==> src/rtl/rom_burst_arbiter.sv <==
// ============================================================================
//  Module   : rom_burst_arbiter
//  Purpose  : Round-robin sharing of one 1-cycle-latency ROM read port among
//             NREQ burst requesters; bursts are never preempted.
//  Revision : 1.0  initial release
// ============================================================================
`default_nettype none

module rom_burst_arbiter #(
    parameter int NREQ   = 4,
    parameter int WIDTH  = 8,
    parameter int DEPTH  = 256,
    parameter int MAXLEN = 16,
    localparam int ADDRW = $clog2(DEPTH),
    localparam int LENW  = $clog2(MAXLEN + 1)
) (
    input  logic                    clk,
    input  logic                    rst_n,
    input  logic [NREQ-1:0]         req_i,
    input  logic [NREQ*ADDRW-1:0]   req_addr_i,
    input  logic [NREQ*LENW-1:0]    req_len_i,
    output logic [NREQ-1:0]         gnt_o,
    output logic [ADDRW-1:0]        rom_addr_o,
    input  logic [WIDTH-1:0]        rom_data_i,
    output logic [NREQ-1:0]         rsp_valid_o,
    output logic                    rsp_last_o,
    output logic [WIDTH-1:0]        rsp_data_o,
    output logic                    busy_o
);

    localparam int IDW = (NREQ > 1) ? $clog2(NREQ) : 1;

    typedef enum logic [1:0] {
        S_IDLE  = 2'd0,
        S_BURST = 2'd1,
        S_DRAIN = 2'd2
    } state_t;

    state_t             state_q;
    logic [IDW-1:0]     ptr_q;
    logic [IDW-1:0]     win_q;
    logic [ADDRW-1:0]   rom_addr_q;
    logic [LENW-1:0]    cnt_q;
    logic [NREQ-1:0]    rsp_valid_q;
    logic               rsp_last_q;
    logic               busy_q;

    logic               any_d;
    logic [IDW-1:0]     win_d;
    logic [ADDRW-1:0]   base_d;
    logic [LENW-1:0]    len_raw_d;
    logic [LENW-1:0]    len_d;

    // Cyclic search starting at the pointer: first hit wins.
    always_comb begin
        any_d = 1'b0;
        win_d = '0;
        for (int i = 0; i < NREQ; i++) begin
            if (!any_d && req_i[(int'(ptr_q) + i) % NREQ]) begin
                any_d = 1'b1;
                win_d = IDW'((int'(ptr_q) + i) % NREQ);
            end
        end
    end

    always_comb begin
        base_d    = req_addr_i[int'(win_d)*ADDRW +: ADDRW];
        len_raw_d = req_len_i[int'(win_d)*LENW +: LENW];
        if (len_raw_d == '0) begin
            len_d = LENW'(1);
        end else if (len_raw_d > LENW'(MAXLEN)) begin
            len_d = LENW'(MAXLEN);
        end else begin
            len_d = len_raw_d;
        end
    end

    always_comb begin
        gnt_o = '0;
        if (state_q == S_IDLE && any_d) begin
            gnt_o[win_d] = 1'b1;
        end
    end

    // cnt_q holds the number of addresses still to issue after the current one.
    always_ff @(posedge clk or negedge rst_n) begin
        if (!rst_n) begin
            state_q     <= S_IDLE;
            ptr_q       <= '0;
            win_q       <= '0;
            rom_addr_q  <= '0;
            cnt_q       <= '0;
            rsp_valid_q <= '0;
            rsp_last_q  <= 1'b0;
            busy_q      <= 1'b0;
        end else begin
            rsp_valid_q <= '0;
            rsp_last_q  <= 1'b0;
            case (state_q)
                S_IDLE: begin
                    if (any_d) begin
                        win_q      <= win_d;
                        rom_addr_q <= base_d;
                        cnt_q      <= len_d - 1'b1;
                        busy_q     <= 1'b1;
                        ptr_q      <= (int'(win_d) == NREQ - 1) ? '0 : win_d + 1'b1;
                        state_q    <= S_BURST;
                    end
                end
                S_BURST: begin
                    rsp_valid_q[win_q] <= 1'b1;
                    if (cnt_q == '0) begin
                        rsp_last_q <= 1'b1;
                        state_q    <= S_DRAIN;
                    end else begin
                        cnt_q      <= cnt_q - 1'b1;
                        rom_addr_q <= (int'(rom_addr_q) == DEPTH - 1) ? '0 : rom_addr_q + 1'b1;
                    end
                end
                S_DRAIN: begin
                    busy_q  <= 1'b0;
                    state_q <= S_IDLE;
                end
                default: begin
                    state_q <= S_IDLE;
                end
            endcase
        end
    end

    assign rom_addr_o  = rom_addr_q;
    assign rsp_valid_o = rsp_valid_q;
    assign rsp_last_o  = rsp_last_q;
    assign rsp_data_o  = rom_data_i;
    assign busy_o      = busy_q;

endmodule

`default_nettype wire

==> config.mk <==
export PLATFORM = sky130hd
export DESIGN_NAME = rom_burst_arbiter
export DESIGN_NICKNAME = d
export VERILOG_FILES = /design/src/rtl/rom_burst_arbiter.sv
export SDC_FILE = /design/constraint.sdc
export NUM_CORES = 1
export LEC_CHECK = 0
export CORE_MARGIN = 10
export CORE_UTILIZATION = 39
export DETAILED_ROUTE_END_ITERATION = 8
export PLACE_DENSITY = 0.76
export SKIP_CTS_REPAIR_TIMING = 1
export SLEW_MARGIN = 20
export SYNTH_ARGS = -nofsm -noshare
export SYNTH_HDL_FRONTEND = slang
export SYNTH_SLANG_ARGS = --single-unit
==> constraint.sdc <==
create_clock -name clk -period 3.1 [get_ports clk]
set_clock_uncertainty 0.15 [all_clocks]
set_input_delay 0.62 -clock clk [delete_from_list [all_inputs] [get_ports clk]]
set_output_delay 0.62 -clock clk [all_outputs]
set_load 0.02 [all_outputs]
==> results by group, run 1 <==
Cells and area
  • Final #Nets: 431
  • Sequential cell area: 625.6 sq um
  • Area of the multi-input gates: 0.001383 sq mm
  • Area Growth Syn to Fin: 53.33%
  • Final std cells w/o fill: 428
  • Ant diodes: 0
  • Fillers: 466
  • Share of cells above drive strength 1: 18.99%

Synthesis
  • Yosys top cell by area: dfrtp_1
  • Post-synth EDFFs: 0
  • Distinct cells, synth: 52
  • Synthesized instance count: 257
  • Area share of the largest cell type after synthesis: 29.69%
  • Register bit total from synthesis: 25
  • Seq/Total Area, Yosys: 29.69%
  • Average instance area after synthesis: 8.199 sq um
  • Ys flop type: dfrtp_1
  • Yosys warnings: 0
  • Synth area leaders: dfrtp_1, mux2i_1, nand2_1
  • Syn Nets: 329
  • Ys async rst share: 100.0%
  • Post-Syn Area: 0.002107 sq mm

Power
  • Pwr dens: 794.4 mW/mm^2
  • Sw frac: 44.52%
  • Clock share of power: 7.7%
  • Switch Pwr: 1.143 mW
  • Sequential power share: 24.6%
  • Maximum vdd drop: 0.4268 mV
  • Comb power frac: 67.7%
  • Int Pwr: 1.424 mW
  • Lkg Pwr: 1.470 nW

Critical path
  • CP Launch Type: primary input
  • WS Path Type: primary input to register
  • Crit-path max FO: 5
  • Crit path DAT: 2.83 ns
  • Kind of end point of the critical path: register
  • Worst endpoint required time: 3.10 ns

Placement
  • IO buf count: 75
  • GPL Wtd Cong: 0.8961
  • Place WS: -0.3824 ns
  • Post-placement cell count: 422
  • Hpwl dp: 5311 um

Clock tree
  • Number of H-tree levels: 1
  • Root buf cell: clkbuf_8
  • Clock latency at the later pin of the worst-skew pair: 0.27 ns
  • Clock Tree Buf Depth: 2
  • TritonCTS clock tree: done
  • Num CTS Buffers: 3
  • Clk sinks: 25
  • CTS clk-pin slew, worst paths: 0.09 ns

Route
  • Routed WL: 6386 um
  • DRC: 0
  • Drt pass-1 iters: 4
  • Vias per std cell: 5.164
  • Iter 0 DRT Violations: 64
  • Remaining antenna violation count: 0
  • Mean routed wirelength per cell: 14.92 um
  • Vias after detailed routing: 2210

STA
  • Maximum clock rate: 354.0 MHz
  • Worst slew pin tran: 0.5618 ns
  • Max_slew headroom: 62.26%
  • Final hold slack: 0.3432 ns
  • Number of setup violations in the final report: 0
  • Post-route setup slack: 0.2749 ns
  • Final Hold Fails: 0
  • Unrepaired setup endpoints after global routing: false
  • Fin crit share: 91.13%
  • Fin crit period: 2.825 ns
  • Max-slew violation count: 0

Die
  • Chip width: 93.50 um
  • # IOs: 92
  • Num rows: 26
  • Die area: 0.008742 sq mm
  • Core area: 0.005172 sq mm
  • Die height: 93.50 um
  • Initial Utilization: 40.74%

Global route
  • First-pass GRT wire length: 10210 um
  • Antenna violations before repair: 0
  • Number of global-route vias before repair: 2199
  • Total track usage: 13.89%
  • Largest net degree at the start of global routing: 26
  • Total global routing overflow: 0

Flow run
  • Max Cap Viol: 0

Outcome
  • Status: finished clean

Hold path
  • Hold WC Path Type: register to register
-- synthesized netlist by cell type (2+ instances only) --
library cell,n
a211oi_1,2
a21oi_1,15
a311oi_1,2
a31oi_1,6
and2_1,5
and3_1,3
buf_2,3
buf_4,10
clkbuf_1,4
dfrtp_1,25
ha_1,6
inv_1,7
mux2i_1,28
nand2_1,30
nand2b_1,9
nand3_1,4
nand3b_1,2
nand4_1,2
nor2_1,25
nor2b_1,2
nor3_1,11
nor3b_1,2
nor4_1,4
o211ai_2,2
o21ai_0,17
o21bai_1,4
or3_1,2
-- metal layers --
layer  GRT usage (%)  routed length, um
met1           15.46               2725
met2           25.64               3200
met3           4.956                457
met4          0.8997                  4
met5               0                  0
-- flip-flops by register name, summed over array words and instances (netlist names) --
register	count
rom_addr_o	8
busy_o	1
cnt_q	5
ptr_q	2
rsp_last_o	1
state_q	2
rsp_valid_o	4
win_q	2
-- per-stage QoR --
stage                     TNS, ns  utilization, %  total power, mW  cell area (sq um)
after floorplan                 0               -            1.647               2111
after global placement     -1.662           60.21            2.299               3114
after detailed placement   -1.963           60.21            2.325               3114
after CTS                  -1.411           61.15            2.533               3163
after global routing            0           62.46            2.791               3231
final                           0           62.46            2.566               3231
-- path summary, 6_finish.rpt --
kind                                from        endpoint  slack (ns)  depth (start not counted)
worst min register to register  win_q[1]  rsp_valid_o[1]        0.34                          1
worst min-delay path            win_q[1]  rsp_valid_o[1]        0.34                          1
worst max-delay path            req_i[2]        cnt_q[4]        0.27                         12
worst max register to register  ptr_q[1]        cnt_q[4]        0.30                         12
min in group asynchronous          rst_n        ptr_q[0]        0.56                          2
max in group asynchronous          rst_n      state_q[1]        1.99                          2
-- power by group through the flow --
stage,logic [mW],registers (mW),clock network (mW)
after floorplan,0.950,0.697,0
after global placement,1.67,0.629,0
after detailed placement,1.69,0.631,0
after CTS,1.70,0.628,0.204
after global routing,1.92,0.656,0.219
final,1.74,0.631,0.198
-- placed cells by master (no fill, tap or decap), types with 2 or more instances in the layout --
master | netlist | layout
inv_2 | 1 | 3
nand2_1 | 30 | 30
ha_1 | 6 | 5
nor2_1 | 25 | 25
nor2b_1 | 2 | 2
nand2b_1 | 9 | 8
mux2i_1 | 28 | 28
and2_1 | 5 | 5
or3_1 | 2 | 2
clkbuf_8 | 0 | 3
and3_1 | 3 | 3
nor2_4 | 1 | 2
o21ai_0 | 17 | 16
o211ai_2 | 2 | 2
nor3b_1 | 2 | 2
a211oi_1 | 2 | 2
nand3_1 | 4 | 4
dfrtp_1 | 25 | 25
dlymetal6s2s_1 | 0 | 6
buf_4 | 10 | 40
a31oi_1 | 6 | 5
a21oi_1 | 15 | 14
inv_1 | 7 | 5
o21bai_1 | 4 | 4
nand4_1 | 2 | 2
clkdlybuf4s50_1 | 0 | 67
nand3b_1 | 2 | 2
a311oi_2 | 0 | 2
nor3_1 | 11 | 10
nor4_1 | 4 | 4
clkbuf_2 | 0 | 2
-- kinds of logic (layout without fill, tap and decap cells) --
logic type	Yosys count	after routing	synth area share (%)
muxes	28	28	13.30
adders and majority gates	6	6	3.563
xor gates and xnor gates	1	1	0.4158
buffers and inverters	26	127	6.947
and+or+nand+nor	108	108	25.59
AOI/OAI and AO/OA	63	63	20.49
DFF	25	25	29.69
-- final cells by class --
cell class | count | area share, %
Multi-Input combinational cell | 206 | 42.80
Timing Repair Buffer | 115 | 32.69
Sequential cell | 25 | 19.36
Tap cell | 70 | 2.711
Clock buffer | 3 | 1.278
Inverter | 8 | 0.9295
Clock inverter | 1 | 0.2324
-- worst max-delay path, cell delays in order --
cell and delay, ns:
dlymetal6s2s_1 0.19, mux2i_1 0.21, o2bb2ai_2 0.12, nor2_4 0.17, inv_2 0.09, a311oi_2 0.26
a311oi_2 0.07, a21oi_1 0.14, ha_2 0.19, or3b_2 0.48, a31oi_2 0.20, o31ai_2 0.08
Note: power is estimated with default switching activity, not from simulation.
==> run 2: changes to the inputs <==
SKIP_CTS_REPAIR_TIMING = not set   (was 1)
==> results by group, run 2 (synthesized netlist as in run 1, its figures left out) <==
Outcome
  • Status: finished clean

STA
  • Number of setup violations in the final report: 0 (unchanged)
  • Setup_tns: 0 ns (unchanged)
  • Maximum clock rate: 337.3 MHz (-4.7%)
  • Final Hold Fails: 0 (unchanged)
  • Unrepaired setup endpoints after global routing: false
  • Fin crit share: 95.65% (+4.5 points)
  • Final hold slack: 0.3432 ns (+0.00001400 ns)
  • Max_slew headroom: 70.58% (+8.3 points)
  • Worst slew pin tran: 0.4302 ns (-0.1316 ns)
  • Max-slew violation count: 0 (unchanged)
  • Fin crit period: 2.965 ns (+0.1400 ns)

Cells and area
  • Final std cells w/o fill: 427 (-0.23%)
  • Ant diodes: 0 (unchanged)
  • Final #Nets: 430 (-0.23%)
  • Final core occ: 62.55% (+0.097 points)
  • Largest register FFs: 8 (unchanged)
  • Commonest cells after routing, fill and taps aside: clkdlybuf4s50_1, buf_4, nand2_1, mux2i_1
  • Area Growth Syn to Fin: 53.56%
  • Share of cells above drive strength 1: 19.33% (+0.33 points)
  • Commonest non-fill, non-tap cell in the layout: clkdlybuf4s50_1

Global route
  • Largest net degree at the start of global routing: 26 (unchanged)
  • Total global routing overflow: 0 (unchanged)
  • Antenna violations before repair: 0 (unchanged)
  • First-pass GRT wire length: 10210 um (about the same)
  • Number of global-route vias before repair: 2198 (-0.045%)
  • Total track usage: 13.89% (unchanged)

Route
  • Vias after detailed routing: 2202 (-0.36%)
  • Metal-1 WL: 2701 um (-0.88%)
  • Remaining antenna violation count: 0 (unchanged)
  • Routed WL: 6355 um (-0.49%)
  • DRC: 0 (unchanged)
  • Iter 0 DRT Violations: 69 (+7.8%)
  • Mean routed wirelength per cell: 14.88 um (-0.25%)
  • Highest Signal Layer: met4
  • Vias per std cell: 5.157 (-0.13%)
  • Drt pass-1 iters: 4 (unchanged)
  • Wire length on met2: 3183 um (-0.53%)
  • Met3 routed WL: 466 um (+2.0%)

Clock tree
  • Root buf cell: clkbuf_8
  • CTS clk-pin slew, worst paths: 0.09 ns (about the same)
  • Clock Tree Buf Depth: 2 (unchanged)
  • TritonCTS clock tree: done
  • CTS Hold Bufs: 0
  • Number of H-tree levels: 1 (unchanged)
  • Clk sinks: 25 (unchanged)
  • Clock latency at the later pin of the worst-skew pair: 0.27 ns (about the same)
  • Num CTS Buffers: 3 (unchanged)

Critical path
  • CP Launch Type: primary input
  • Crit path DAT: 2.20 ns (-0.63 ns)
  • Worst-path cell chain: dlygate4sd2_1, mux2i_1, o2bb2ai_2, nor2_4, buf_4, buf_4, ha_1, and2_1, clkdlybuf4s15_2
  • Crit-path max FO: 5 (unchanged)
  • Worst endpoint required time: 2.33 ns (-0.77 ns)
  • Max incr delay on CP: 0.32 ns (-0.16 ns)
  • Worst path bufs/invs: 4 (+2)
  • Family with the most delay on the worst path: buffers and inverters
  • Most frequent CP cell: buf_4
  • Kind of end point of the critical path: output port
  • Cell at the slowest stage of the critical path: dlygate4sd2_1
  • WS Path Type: primary input to output port

Die
  • Core area: 0.005172 sq mm (unchanged)
  • Die height: 93.50 um (unchanged)
  • Initial Utilization: 40.74% (unchanged)
  • Chip width: 93.50 um (unchanged)
  • Num rows: 26 (unchanged)
  • # IOs: 92 (unchanged)
  • Die area: 0.008742 sq mm (unchanged)

Power
  • Switch Pwr: 1.140 mW (-0.22%)
  • Maximum vdd drop: 0.4267 mV (about the same)
  • Clock share of power: 7.7% (about the same)
  • Final total power: 2.563 mW (-0.13%)
  • Comb power frac: 67.6% (about the same)
  • Pwr dens: 792.2 mW/mm^2 (-0.28%)
  • Sequential power share: 24.6% (about the same)
  • Lkg Pwr: 1.427 nW (-2.9%)
  • Sw frac: 44.48% (about the same)
  • Int Pwr: 1.423 mW (about the same)

Placement
  • Post-placement cell count: 422 (unchanged)
  • IO buf count: 75 (unchanged)
  • GPL Wtd Cong: 0.8961 (unchanged)
  • Hpwl dp: 5311 um (unchanged)

Hold path
  • Hold WC Path Type: register to register

Flow run
  • Max Cap Viol: 0 (unchanged)
-- run 2: cell types whose count changed in the layout (fill, tap and decap cells not counted), sizes merged --
cell,delta
buf,-1
clkbuf,-2
clkdlybuf4s15,+3
dlygate4sd2,+2
dlymetal6s2s,-3
-- run 2: final timing paths --
| path | start | endpoint | slack, ns | cells after the start |
|---|---|---|---|---|
| worst max register to register | ptr_q[1] | cnt_q[4] | 0.27 | 11 |
| min in group asynchronous | rst_n | ptr_q[0] | 0.55 | 2 |
| worst min-delay path | win_q[1] | rsp_valid_o[1] | 0.34 | 1 |
| worst max-delay path | req_i[2] | gnt_o[1] | 0.13 | 9 |
| worst min register to register | win_q[1] | rsp_valid_o[1] | 0.34 | 1 |
| max in group asynchronous | rst_n | rom_addr_o[1] | 1.99 | 2 |
-- run 2: cell type report --
type                            instances  area [sq um]
Multi-Input combinational cell        206          1388
Inverter                                8         30.03
Clock buffer                            3         41.29
Clock inverter                          1         7.507
Sequential cell                        25         625.6
Fill cell                             465          1937
Tap cell                               70         87.58
Timing Repair Buffer                  114          1056
-- run 2: routing by layer --
layer | track usage, % | up-vias
met1 | 15.46 | 1018
met4 | 0.8997 | 0
met5 | 0 | -
li1 | - | 1122
met2 | 25.64 | 60
met3 | 4.956 | 2
-- run 2: timing repair --
action	CTS	global route
gates cloned	0	0
pin swaps	1	4
endpoints found under the setup margin	5	6
resized for setup	16	12
setup buffers	0	1
-- run 2: power by group through the flow --
stage          logic (mW)  clock network (mW)  registers, mW
3_3_place_gp         1.67                   0          0.629
4_1_cts              1.71               0.204          0.629
2_1_floorplan       0.950                   0          0.697
5_1_grt              1.92               0.219          0.658
3_5_place_dp         1.69                   0          0.631
6_report             1.73               0.198          0.632
-- run 2: per-stage QoR --
step                cell area, sq um  setup WS, ns
floorplan                       2111       0.02176
global placement                3114       -0.3353
detailed placement              3114       -0.3824
CTS                             3191      -0.01812
global route                    3236       0.02442
finish                          3236        0.1349
